`src/rtl/dff_share_arbiter.sv`:
```
// dff_share_arbiter: round-robin owner selection for a single shared WIDTH-bit register.
// Each edge picks at most one requester, loads its data into the register and reports
// the owner. Defining ARB_LOCK_EN adds a bounded lock: the owner may keep the register
// for up to MAX_HOLD consecutive cycles. Without it, lock_i is ignored and every cycle
// is a fresh round-robin decision.
module dff_share_arbiter #(
    parameter int unsigned NREQ     = 4,
    parameter int unsigned WIDTH    = 8,
    parameter int unsigned MAX_HOLD = 4
) (
    input  logic                     clk_i,
    input  logic                     rst_ni,
    input  logic [NREQ-1:0]          req_i,
    input  logic [NREQ*WIDTH-1:0]    wdata_i,
    input  logic [NREQ-1:0]          lock_i,
    output logic [NREQ-1:0]          gnt_o,
    output logic [$clog2(NREQ)-1:0]  owner_o,
    output logic [WIDTH-1:0]         q_o,
    output logic                     q_valid_o
);

    localparam int unsigned OW = $clog2(NREQ);

`ifdef ARB_LOCK_EN
    typedef enum logic [1:0] {StIdle, StGrant, StHold} state_e;
    localparam logic [3:0] MaxHold = 4'(MAX_HOLD);
`else
    typedef enum logic [0:0] {StIdle, StGrant} state_e;
`endif

    state_e            state_q, state_d;
    logic [OW-1:0]     ptr_q, ptr_d;
    logic [OW-1:0]     owner_q, owner_d;
    logic [NREQ-1:0]   gnt_q, gnt_d;
    logic [WIDTH-1:0]  q_q, q_d;
    logic              q_valid_q, q_valid_d;

`ifdef ARB_LOCK_EN
    logic [3:0]        hold_cnt_q, hold_cnt_d;
    logic              hold_ok;
`else
    logic              unused_lock;
    assign unused_lock = ^lock_i;
`endif

    logic              any_req;
    logic              found;
    logic [OW-1:0]     win;
    logic [OW-1:0]     win_next;

    // Round-robin search starting at ptr_q; the previous owner sits at the lowest priority.
    always_comb begin
        int unsigned idx;
        found = 1'b0;
        win   = '0;
        idx   = 0;
        for (int unsigned k = 0; k < NREQ; k++) begin
            idx = (32'(ptr_q) + k) % NREQ;
            if (!found && req_i[OW'(idx)]) begin
                found = 1'b1;
                win   = OW'(idx);
            end
        end
        any_req  = found;
        win_next = OW'((32'(win) + 1) % NREQ);
    end

`ifdef ARB_LOCK_EN
    // The owner keeps the register only while it still requests and the bound is not hit.
    always_comb begin
        hold_ok = (state_q != StIdle) && req_i[owner_q] && lock_i[owner_q] &&
                  (hold_cnt_q < MaxHold);
    end
`endif

    // Next-state: hold the current owner, grant a new winner, or fall back to idle.
    always_comb begin
        state_d   = state_q;
        ptr_d     = ptr_q;
        owner_d   = owner_q;
        gnt_d     = gnt_q;
        q_d       = q_q;
        q_valid_d = q_valid_q;
`ifdef ARB_LOCK_EN
        hold_cnt_d = hold_cnt_q;
        if (hold_ok) begin
            state_d    = StHold;
            q_d        = wdata_i[owner_q*WIDTH +: WIDTH];
            q_valid_d  = 1'b1;
            hold_cnt_d = hold_cnt_q + 4'd1;
        end else
`endif
        if (any_req) begin
            state_d   = StGrant;
            owner_d   = win;
            gnt_d     = {{(NREQ-1){1'b0}}, 1'b1} << win;
            q_d       = wdata_i[win*WIDTH +: WIDTH];
            q_valid_d = 1'b1;
            ptr_d     = win_next;
`ifdef ARB_LOCK_EN
            hold_cnt_d = 4'd1;
`endif
        end else begin
            // q keeps its last value; only the grant and valid flag drop.
            state_d   = StIdle;
            gnt_d     = '0;
            q_valid_d = 1'b0;
`ifdef ARB_LOCK_EN
            hold_cnt_d = '0;
`endif
        end
    end

    // State and output registers; reset clears outputs without waiting for a clock.
    always_ff @(posedge clk_i or negedge rst_ni) begin
        if (!rst_ni) begin
            state_q    <= StIdle;
            ptr_q      <= '0;
            owner_q    <= '0;
            gnt_q      <= '0;
            q_q        <= '0;
            q_valid_q  <= 1'b0;
`ifdef ARB_LOCK_EN
            hold_cnt_q <= '0;
`endif
        end else begin
            state_q    <= state_d;
            ptr_q      <= ptr_d;
            owner_q    <= owner_d;
            gnt_q      <= gnt_d;
            q_q        <= q_d;
            q_valid_q  <= q_valid_d;
`ifdef ARB_LOCK_EN
            hold_cnt_q <= hold_cnt_d;
`endif
        end
    end

    assign gnt_o     = gnt_q;
    assign owner_o   = owner_q;
    assign q_o       = q_q;
    assign q_valid_o = q_valid_q;

endmodule

```
`config.mk`:
```
export PLATFORM = sky130hd
export DESIGN_NAME = dff_share_arbiter
export DESIGN_NICKNAME = d
export VERILOG_FILES = /design/src/rtl/dff_share_arbiter.sv
export SDC_FILE = /design/constraint.sdc
export NUM_CORES = 1
export LEC_CHECK = 0
export ABC_AREA = 1
export CAP_MARGIN = 10
export CORE_ASPECT_RATIO = 0.75
export CORE_MARGIN = 5
export CORE_UTILIZATION = 40
export DETAILED_ROUTE_END_ITERATION = 6
export GPL_TIMING_DRIVEN = 0
export HOLD_SLACK_MARGIN = 0.15
export PLACE_DENSITY = 0.75
export SYNTH_ARGS = -nofsm -noshare
export SYNTH_HDL_FRONTEND = slang
export SYNTH_SLANG_ARGS = --single-unit
export TNS_END_PERCENT = 1
```
`constraint.sdc`:
```
create_clock -name clk_i -period 2.03 [get_ports clk_i]
set_input_delay 0.5075 -clock clk_i [delete_from_list [all_inputs] [get_ports clk_i]]
set_output_delay 0.5075 -clock clk_i [all_outputs]
set_load 0.02 [all_outputs]
```
==> flow_summary.json <==
{
  "outcome": "completed",
  "critPathBufInv": 3,
  "synth_compound_area_share_pct": 1.13,
  "ys_seq_area_share_pct": 32.1,
  "die_h_um": 59.8,
  "clk_pin_slew_ns": 0.06,
  "synth_top_family_by_area": "simple AND/OR/NAND/NOR gates",
  "cts_buffer_depth": 2,
  "dieArea_sq_mm": 0.00457,
  "hold_class": "register to register",
  "core_area_sq_mm": 0.00324,
  "drt-total-wl_mm": 3.52,
  "finalNetCount": 313,
  "final_cell_mix": "92 x nand2_1, 48 x clkdlybuf4s50_1, 20 x inv_1",
  "area_growth_pct": 56.8,
  "hold_depth": 2,
  "place_hpwl_mm": 2.65,
  "synth-simple-area-share_pct": 52.5,
  "root_buffer": "clkbuf_8",
  "cts_tree": "built",
  "maxSlewViolCount": 0,
  "synth_top_area_share_pct": 32.1,
  "yosys_warnings": 0,
  "grt_util_all_layers_pct": 15.0,
  "final_common_cell": "nand2_1",
  "hold_violations": 0,
  "path_max_fanout": 10,
  "grt_pass1_vias": 1340,
  "syn_area_sq_mm": 0.00132,
  "die_x_um": 76.4,
  "cap_violations": 0,
  "numCtsBuffers": 3,
  "antenna_found_initial": 0,
  "wl_per_cell_um": 11.3,
  "ys_seq_elements": 17,
  "tightest_slew_ns": 0.748,
  "drc": 0,
  "initialDrtViolationCount": 58,
  "grt_max_degree": 18,
  "cts-htree-levels": 1,
  "postSynthNetCount": 248,
  "critPathLaunchType": "register",
  "clkLatencyLatePin_ns": 0.25,
  "p_per_area_mw_per_mm2": 2020,
  "pin_count": 57,
  "ant_nets": 0,
  "start_util_pct": 40.8,
  "viasPerCell": 4.75,
  "cts.sinks": 17,
  "cp.arrival_ns": 2.00,
  "worst_slack_ns": 0.176,
  "postSynthAreaPerCell_sq_um": 6.43,
  "grt_setup_unrepaired": "no",
  "antenna_cells": 0,
  "post-place-ws_ns": -0.309,
  "cpMostUsedCell": "nand2_1",
  "yosysTopAreaCell": "dfrtp_1",
  "yosys.cell_types.count": 20,
  "first_pass_iters": 4,
  "p_leak_uw": 0.00114,
  "drive_gt1_share_pct": 20.7,
  "skew_ns": 0.00398,
  "final.setup.tns_ns": 0,
  "crit_family": "simple AND/OR/NAND/NOR gates",
  "io_buffer_count": 52,
  "crit_path_top_delay_cell": "dfrtp_1",
  "synth_mux_area_share_pct": 0,
  "critical_path.cell_chain": "buf_6 > inv_8 > nand2_1 > nand2_2 > nand2_1 > nand2_1 > nand2_2 > nand3_4 > nand3_4 > clkbuf_16 > nand2_2 > nand2_1 > nand2_1 > nand2_1 > nand2_1 > nand2_1",
  "grt_overflow": 0,
  "fin_crit_sh_pct": 91.3,
  "criticalPathCategory": "register to register",
  "synth-adder-area-share_pct": 0,
  "path_depth": 16,
  "r2r_cells": 16,
  "max_stage_delay_ns": 0.37,
  "fin_hold_ws_ns": 0.483,
  "synth_area_leaders": "dfrtp_1 32%, nand2_1 28%, nand4_1 8.0%",
  "syn_inst": 206,
  "grt_pass1_wl_mm": 5.68,
  "critPathCaptureType": "register",
  "synth-xor-area-share_pct": 0,
  "placementRows": 18,
  "slew_headroom_pct": 50.0,
  "fmax_mhz": 539,
  "setup-violations-final": 0,
  "period_minus_slack_ns": 1.85,
  "gp_congestion": 0.810,
  "irDropWorstVdd_mv": 0.857,
  "required_ns": 2.17,
  "vias": 1473
}
worst register-to-register path, delay by kind of cell, from the launching register on:
family / cells / cell delay, ns
buf+inv: 3 / 0.42
flops: 1 / 0.37
simple gates: 13 / 0.95
registers in the layout, indices dropped and copies added (netlist names):
| signal | count |
|---|---|
| ptr_q | 2 |
| q_o | 8 |
| owner_o | 2 |
| gnt_o | 4 |
| q_valid_o | 1 |
per-layer routing:
layer / part of all wire (%) / GRT usage, % / up-vias
met2: 47 / 25.6 / 38
met4: 0.48 / 2.49 / 0
met3: 6.9 / 4.97 / 2
met1: 46 / 19.0 / 665
li1: - / - / 768
met5: 0 / 0 / -
cell usage after synthesis:
master and count:
buf_2 4, o21ai_0 1, a21oi_1 1, o21ai_1 1, nand3_1 12, buf_8 1
nand4_1 17, nor2_4 1, nand2_2 13, inv_1 25, inv_8 1, dfrtp_1 17
nand3_4 2, inv_2 3, nand2_1 98, nand3_2 1, nand2_4 1, nor2_1 3
buf_6 2, buf_4 2
area by class of cell:
cell class                      count  area [sq um]
Timing Repair Buffer               60           608
Multi-Input combinational cell    151           747
Buffer                              9          82.6
Clock inverter                      1          5.00
Inverter                           29           116
Tap cell                           40          50.0
Sequential cell                    17           425
Clock buffer                        3          41.3
Fill cell                         322          1170
worst paths after layout:
| kind | start | endpoint | slack (ns) |
|---|---|---|---|
| max reg2reg | ptr_q[0] | q_o[4] | 0.18 |
| min in group asynchronous | rst_ni | q_valid_o | 0.70 |
| min | owner_o[0] | owner_o[0] | 0.48 |
| min reg2reg | owner_o[0] | owner_o[0] | 0.48 |
| max | ptr_q[0] | q_o[4] | 0.18 |
| max in group asynchronous | rst_ni | owner_o[0] | 0.86 |
report_power, final:
| group | switching, uW | internal [uW] |
|---|---|---|
| clock | 113 | 136 |
| sequential | 89.5 | 540 |
| combinational | 1900 | 1420 |
per-stage QoR:
step / power (uW) / utilization (%) / cells / area [sq um]
floorplan: 2780 / - / 206 / 1320
global placement: 3530 / 58.4 / 298 / 1890
detailed placement: 3580 / 58.4 / 298 / 1890
CTS: 3930 / 60.7 / 304 / 1970
global route: 4610 / 64.0 / 310 / 2080
finish: 4200 / 64.0 / 310 / 2080
logic make-up (layout without fill, tap and decap cells):
group	Yosys count	in the layout
buf+inv	38	102
flops	17	17
compound gates	3	3
simple gates	148	148
repair_timing:
item | CTS | global route
setup buffers | 2 | 5
hold buffers | 0 | 0
gates cloned | 0 | 1
pin swaps | 1 | 7
hold endpoints to repair | 0 | 0
resized for setup | 4 | 19
setup endpoints to repair | 8 | 15
Power figures use the tool's default switching activity.
